`config.mk`:
```
export PLATFORM = sky130hd
export DESIGN_NAME = bus_arbiter
export DESIGN_NICKNAME = d
export VERILOG_FILES = /design/src/rtl/bus_arbiter.sv
export SDC_FILE = /design/constraint.sdc
export NUM_CORES = 1
export LEC_CHECK = 0
export CAP_MARGIN = 20
export CELL_PAD_IN_SITES_DETAIL_PLACEMENT = 1
export CELL_PAD_IN_SITES_GLOBAL_PLACEMENT = 2
export CORE_MARGIN = 3
export CORE_UTILIZATION = 30
export DETAILED_ROUTE_END_ITERATION = 8
export GPL_TIMING_DRIVEN = 0
export PLACE_DENSITY = 0.75
export SYNTH_ARGS = -nofsm -noshare
export SYNTH_HDL_FRONTEND = slang
export SYNTH_SLANG_ARGS = --single-unit
```
`constraint.sdc`:
```
create_clock -name clk -period 1.8 [get_ports clk]
set_input_delay 0.27 -clock clk [delete_from_list [all_inputs] [get_ports clk]]
set_output_delay 0.27 -clock clk [all_outputs]
set_load 0.02 [all_outputs]
```
`src/rtl/bus_arbiter.sv`:
```
// Round-robin bus arbiter with hold-until-release ownership and a single outstanding split.
// A split master is masked until its slave signals done, then re-granted with top priority.
module bus_arbiter #(
    parameter int unsigned MASTER_NO = 2,
    parameter int unsigned SLAVE_NO  = 3,
    parameter int unsigned MID_W     = $clog2(MASTER_NO)
) (
    input  logic                 clk,
    input  logic                 rst_n,
    input  logic [MASTER_NO-1:0] m_bus_req,
    output logic [MASTER_NO-1:0] m_bus_grant,
    output logic [MASTER_NO-1:0] m_split_en,
    input  logic [SLAVE_NO-1:0]  s_split,
    input  logic [SLAVE_NO-1:0]  s_split_done,
    output logic [MID_W-1:0]     grant_id,
    output logic                 bus_busy
);

    localparam int unsigned SID_W = (SLAVE_NO > 1) ? $clog2(SLAVE_NO) : 1;
    localparam int unsigned IDX_W = MID_W + 1;

    typedef enum logic [1:0] {
        IDLE    = 2'd0,
        GRANT   = 2'd1,
        RELEASE = 2'd2
    } state_e;

    state_e                 state_q, state_d;
    logic [MASTER_NO-1:0]   grant_q, grant_d;
    logic [MASTER_NO-1:0]   split_en_q, split_en_d;
    logic [MID_W-1:0]       grant_id_q, grant_id_d;
    logic                   busy_q, busy_d;
    logic [MID_W-1:0]       rr_ptr_q, rr_ptr_d;
    logic                   split_pend_q, split_pend_d;
    logic                   split_resume_q, split_resume_d;
    logic [MID_W-1:0]       split_mid_q, split_mid_d;
    logic [SID_W-1:0]       split_sid_q, split_sid_d;

    logic [MASTER_NO-1:0]   split_mask;
    logic [MASTER_NO-1:0]   eligible;
    logic                   sel_valid;
    logic [MID_W-1:0]       sel_id;
    logic [IDX_W-1:0]       scan_idx;
    logic [MID_W-1:0]       scan_id;
    logic [SID_W-1:0]       split_low_sid;

    function automatic logic [MID_W-1:0] next_id(input logic [MID_W-1:0] id);
        if (32'(id) + 32'd1 >= 32'(MASTER_NO)) begin
            return '0;
        end
        return id + 1'b1;
    endfunction

    // Winner selection: resuming split master first, else round-robin from rr_ptr
    always_comb begin
        split_mask = '0;
        if (split_pend_q && !split_resume_q) begin
            split_mask[split_mid_q] = 1'b1;
        end
        eligible  = m_bus_req & ~split_mask;
        sel_valid = 1'b0;
        sel_id    = '0;
        scan_idx  = '0;
        scan_id   = '0;
        if (split_resume_q && m_bus_req[split_mid_q]) begin
            sel_valid = 1'b1;
            sel_id    = split_mid_q;
        end else begin
            for (int unsigned k = 0; k < MASTER_NO; k++) begin
                scan_idx = {1'b0, rr_ptr_q} + IDX_W'(k);
                if (scan_idx >= IDX_W'(MASTER_NO)) begin
                    scan_idx = scan_idx - IDX_W'(MASTER_NO);
                end
                scan_id = scan_idx[MID_W-1:0];
                if (!sel_valid && eligible[scan_id]) begin
                    sel_valid = 1'b1;
                    sel_id    = scan_id;
                end
            end
        end
    end

    // Lowest-index slave asking for a split
    always_comb begin
        split_low_sid = '0;
        for (int k = int'(SLAVE_NO) - 1; k >= 0; k--) begin
            if (s_split[k]) begin
                split_low_sid = SID_W'(k);
            end
        end
    end

    // Next-state and registered-output logic
    always_comb begin
        state_d        = state_q;
        grant_d        = grant_q;
        split_en_d     = split_en_q;
        grant_id_d     = grant_id_q;
        busy_d         = busy_q;
        rr_ptr_d       = rr_ptr_q;
        split_pend_d   = split_pend_q;
        split_resume_d = split_resume_q;
        split_mid_d    = split_mid_q;
        split_sid_d    = split_sid_q;

        if (split_pend_q && !split_resume_q && s_split_done[split_sid_q]) begin
            split_resume_d = 1'b1;
        end

        case (state_q)
            IDLE, RELEASE: begin
                grant_d = '0;
                busy_d  = 1'b0;
                state_d = IDLE;
                if (sel_valid) begin
                    state_d         = GRANT;
                    grant_d         = '0;
                    grant_d[sel_id] = 1'b1;
                    grant_id_d      = sel_id;
                    busy_d          = 1'b1;
                    if (split_resume_q && (sel_id == split_mid_q)) begin
                        split_en_d     = '0;
                        split_pend_d   = 1'b0;
                        split_resume_d = 1'b0;
                    end
                end
            end
            GRANT: begin
                // A split outranks a simultaneous request drop: the master still owes the transfer
                if ((s_split != '0) && !split_pend_q) begin
                    split_mid_d             = grant_id_q;
                    split_sid_d             = split_low_sid;
                    split_pend_d            = 1'b1;
                    split_resume_d          = 1'b0;
                    split_en_d              = '0;
                    split_en_d[grant_id_q]  = 1'b1;
                    grant_d                 = '0;
                    busy_d                  = 1'b0;
                    rr_ptr_d                = next_id(grant_id_q);
                    state_d                 = RELEASE;
                end else if (!m_bus_req[grant_id_q]) begin
                    grant_d  = '0;
                    busy_d   = 1'b0;
                    rr_ptr_d = next_id(grant_id_q);
                    state_d  = RELEASE;
                end
            end
            default: begin
                grant_d = '0;
                busy_d  = 1'b0;
                state_d = IDLE;
            end
        endcase
    end

    always_ff @(posedge clk or negedge rst_n) begin
        if (!rst_n) begin
            state_q        <= IDLE;
            grant_q        <= '0;
            split_en_q     <= '0;
            grant_id_q     <= '0;
            busy_q         <= 1'b0;
            rr_ptr_q       <= '0;
            split_pend_q   <= 1'b0;
            split_resume_q <= 1'b0;
            split_mid_q    <= '0;
            split_sid_q    <= '0;
        end else begin
            state_q        <= state_d;
            grant_q        <= grant_d;
            split_en_q     <= split_en_d;
            grant_id_q     <= grant_id_d;
            busy_q         <= busy_d;
            rr_ptr_q       <= rr_ptr_d;
            split_pend_q   <= split_pend_d;
            split_resume_q <= split_resume_d;
            split_mid_q    <= split_mid_d;
            split_sid_q    <= split_sid_d;
        end
    end

    assign m_bus_grant = grant_q;
    assign m_split_en  = split_en_q;
    assign grant_id    = grant_id_q;
    assign bus_busy    = busy_q;

endmodule
```
==> results.yml <==
critical_path:
  cp_num_buf_inv: 1
  cp_slowest_stage_delay_ns: 0.65
  arrival_ns: 1.38
  crit_family: "buffers and inverters"
  regToRegEndpoint: "split_mid_q$_DFFE_PN0P_"
  cp-start-kind: "register"
  critPathSlowestCell: "clkdlybuf4s50_1"
  crit_required_ns: 1.53
  reg2reg_from: "state_q[1]$_DFFE_PN0P_"
  reg2reg_depth: 3
  startpoint: "bus_busy$_DFFE_PN0P_"
  endpoint_kind: "output port"
  critPathMaxFanout: 7
  reg2reg_slack_ns: 0.36
  crit_chain: "clkdlybuf4s50_1"
  worstSetupPathType: "reg2out"
route:
  wl_per_cell_microns: 14.8
  wl_mm: 1.62
  dr.first_iter.drc_count: 9
  drc: 0
  detail-route-antenna-nets: 0
  vias: 562
  routed_via_density: 5.16
  drtPass1Iterations: 4
clock_tree:
  path_clk_slew_ns: 0.09
  cts_hold_buf: 0
  ctsRootBufferMaster: "clkbuf_4"
  clock_sinks: 13
  ctsResizeCount: 0
  clk_latency_ns: 0.28
  post-cts-setup-buffers: 0
  cts_tree: "done"
  cts_buffers: 3
  htree_levels: 1
  max-clock-path-buffers: 2
timing:
  tns_ns: 0
  drv_slew: 0
  rsz0062_at_grt: "false"
  clock_skew_ns: 0.00837
  max_slew_margin: 0.595
  hold_violations: 0
  fin_hold_ws_ns: 0.359
  fmax_mhz: 605
  period_minus_slack_ns: 1.65
  period_share: 0.918
  worst_pin_slew_ns: 0.605
  setup_viol: 0
die:
  die_y_microns: 54.4
  io_pins: 16
  core_area_sq_um: 2080
  dieArea_sq_um: 2960
  die_w_microns: 54.4
  start_util: 0.337
  rows: 16
final_layout:
  drive_gt1_frac: 0.146
  syn_to_final_growth_pct: 29.9
  nets: 93
  diodes: 0
  final_util: 0.438
global_routing:
  gr-usage-met2: 0.221
  grt_max_degree: 14
  met1_usage: 0.161
  grt-busiest-layer: "met2"
  grt_pass1_wl_mm: 2.78
  gr-usage-met3: 0.0272
  grtUsageTotal: 0.136
  grt_pass1_vias: 618
  grt_antenna_before_repair: 0
  grt-ovfl-total: 0
logic_synthesis:
  ys_ff_latch: 13
  postSynthCellCount: 63
  netlist_area_sq_um: 702
  synth_area_leader_cell: "dfrtp_1"
  synth_cell_types: 33
  yosys_warnings: 0
  yosysTopAreaCellShare: 0.463
  syn_area_per_cell_sq_um: 11.1
  synth_fp_nets: 73
  synth.area.top_cells: "dfrtp_1 46%, mux2_2 6.4%, inv_1 3.2%"
  yosysSeqAreaShare: 0.463
power_and_ir_drop:
  vdd_ir_drop_max_uv: 725
  leakage_uw: 0.000367
  p_per_area_nw_per_um2: 1630
hold_path:
  min_path_type: "in2async"
outcome:
  status: "finished, final reports clean"
placed_design:
  gp_congestion: 0.705
  port_buffers: 15
  hpwlAfterDp_mm: 1.21
job:
  max_cap_violations: 0
[worst max-delay path by stage]
| stage | slack [ns] | cells past startpoint | to |
|---|---|---|---|
| 2_1_floorplan | 0.43 | 3 | split_mid_q$_DFFE_PN0P_ |
| 4_1_cts | 0.11 | 1 | bus_busy |
| 6_report | 0.15 | 1 | bus_busy |
| 3_5_place_dp | 0.04 | 4 | m_bus_grant[1]$_DFFE_PN0P_ |
| 3_3_place_gp | 0.03 | 4 | m_bus_grant[1]$_DFFE_PN0P_ |
| 5_1_grt | 0.05 | 1 | bus_busy |
[metal layers]
metal,up-vias,wire [microns]
met5,-,0
met4,0,42
met3,4,62
met2,11,753
met1,276,757
li1,271,-
[Yosys cell counts (all sizes together)]
master / n
a21boi: 1
a21o: 1
a21oi: 1
a22o: 2
a22oi: 1
a2bb2oi: 1
a311o: 1
a311oi: 1
a32oi: 1
a41oi: 1
and2: 1
buf: 1
dfrtp: 13
inv: 6
mux2: 4
mux2i: 2
nand2: 4
nand2b: 2
nand3b: 2
nor2: 2
nor2b: 2
nor3: 2
nor3b: 1
o2111ai: 1
o21a: 1
o21ai: 2
o21bai: 1
o221ai: 1
o22ai: 1
o2bb2ai: 1
or3: 1
or3b: 1
[cell usage in the layout, fill, tap and decap left out, types with 2 or more instances in the layout]
master	instances
clkdlybuf4s50_1	15
dfrtp_1	13
inv_1	6
mux2_2	4
nand2_1	4
clkbuf_4	3
nand3b_1	2
nor2b_1	2
nand2b_1	2
mux2i_1	2
nor2_1	2
o21ai_0	2
a22o_1	2
[registers in the layout, indices dropped and copies added (netlist names)]
register        count
bus_busy            1
split_mid_q         1
split_sid_q         2
m_bus_grant         2
split_resume_q      1
rr_ptr_q            1
state_q             1
split_pend_q        1
m_split_en          2
grant_id            1
[power breakdown]
part	leakage [uW]	switching, uW	internal (uW)
clock	0.0000150	102	86.1
combinational	0.000192	373	379
sequential	0.000161	119	426
total	0.000367	594	892
[worst register-to-register path, stage by stage (launching register included)]
cell,delay (ns)
dfrtp_1,0.41
nand2b_1,0.24
nor3_4,0.30
mux2_2,0.38
[through the flow]
step	setup WS [ns]	power [uW]	instances	instance area, sq um
global route	0.0536	1620	109	912
floorplan	0.432	1040	63	702
global placement	0.0323	1300	105	886
detailed placement	0.0351	1310	105	886
CTS	0.114	1510	109	912
finish	0.148	1490	109	912
[cell type report]
| cell class | instances | area [sq um] |
|---|---|---|
| Fill cell | 254 | 1170 |
| Multi-Input combinational cell | 43 | 343 |
| Sequential cell | 13 | 325 |
| Timing Repair Buffer | 15 | 150 |
| Tap cell | 27 | 33.8 |
| Clock buffer | 4 | 26.3 |
| Inverter | 6 | 22.5 |
| Buffer | 1 | 11.3 |
[kinds of logic (layout without fill, tap and decap cells)]
logic type | count (synthesis) | after routing | synth area share
AO/OA/AOI/OAI | 19 | 19 | 0.228
AND/OR/NAND/NOR | 18 | 18 | 0.168
flip-flops | 13 | 13 | 0.463
buffers and inverters | 7 | 26 | 0.0481
multiplexers | 6 | 6 | 0.0927
(Power assumes the default switching activity.)
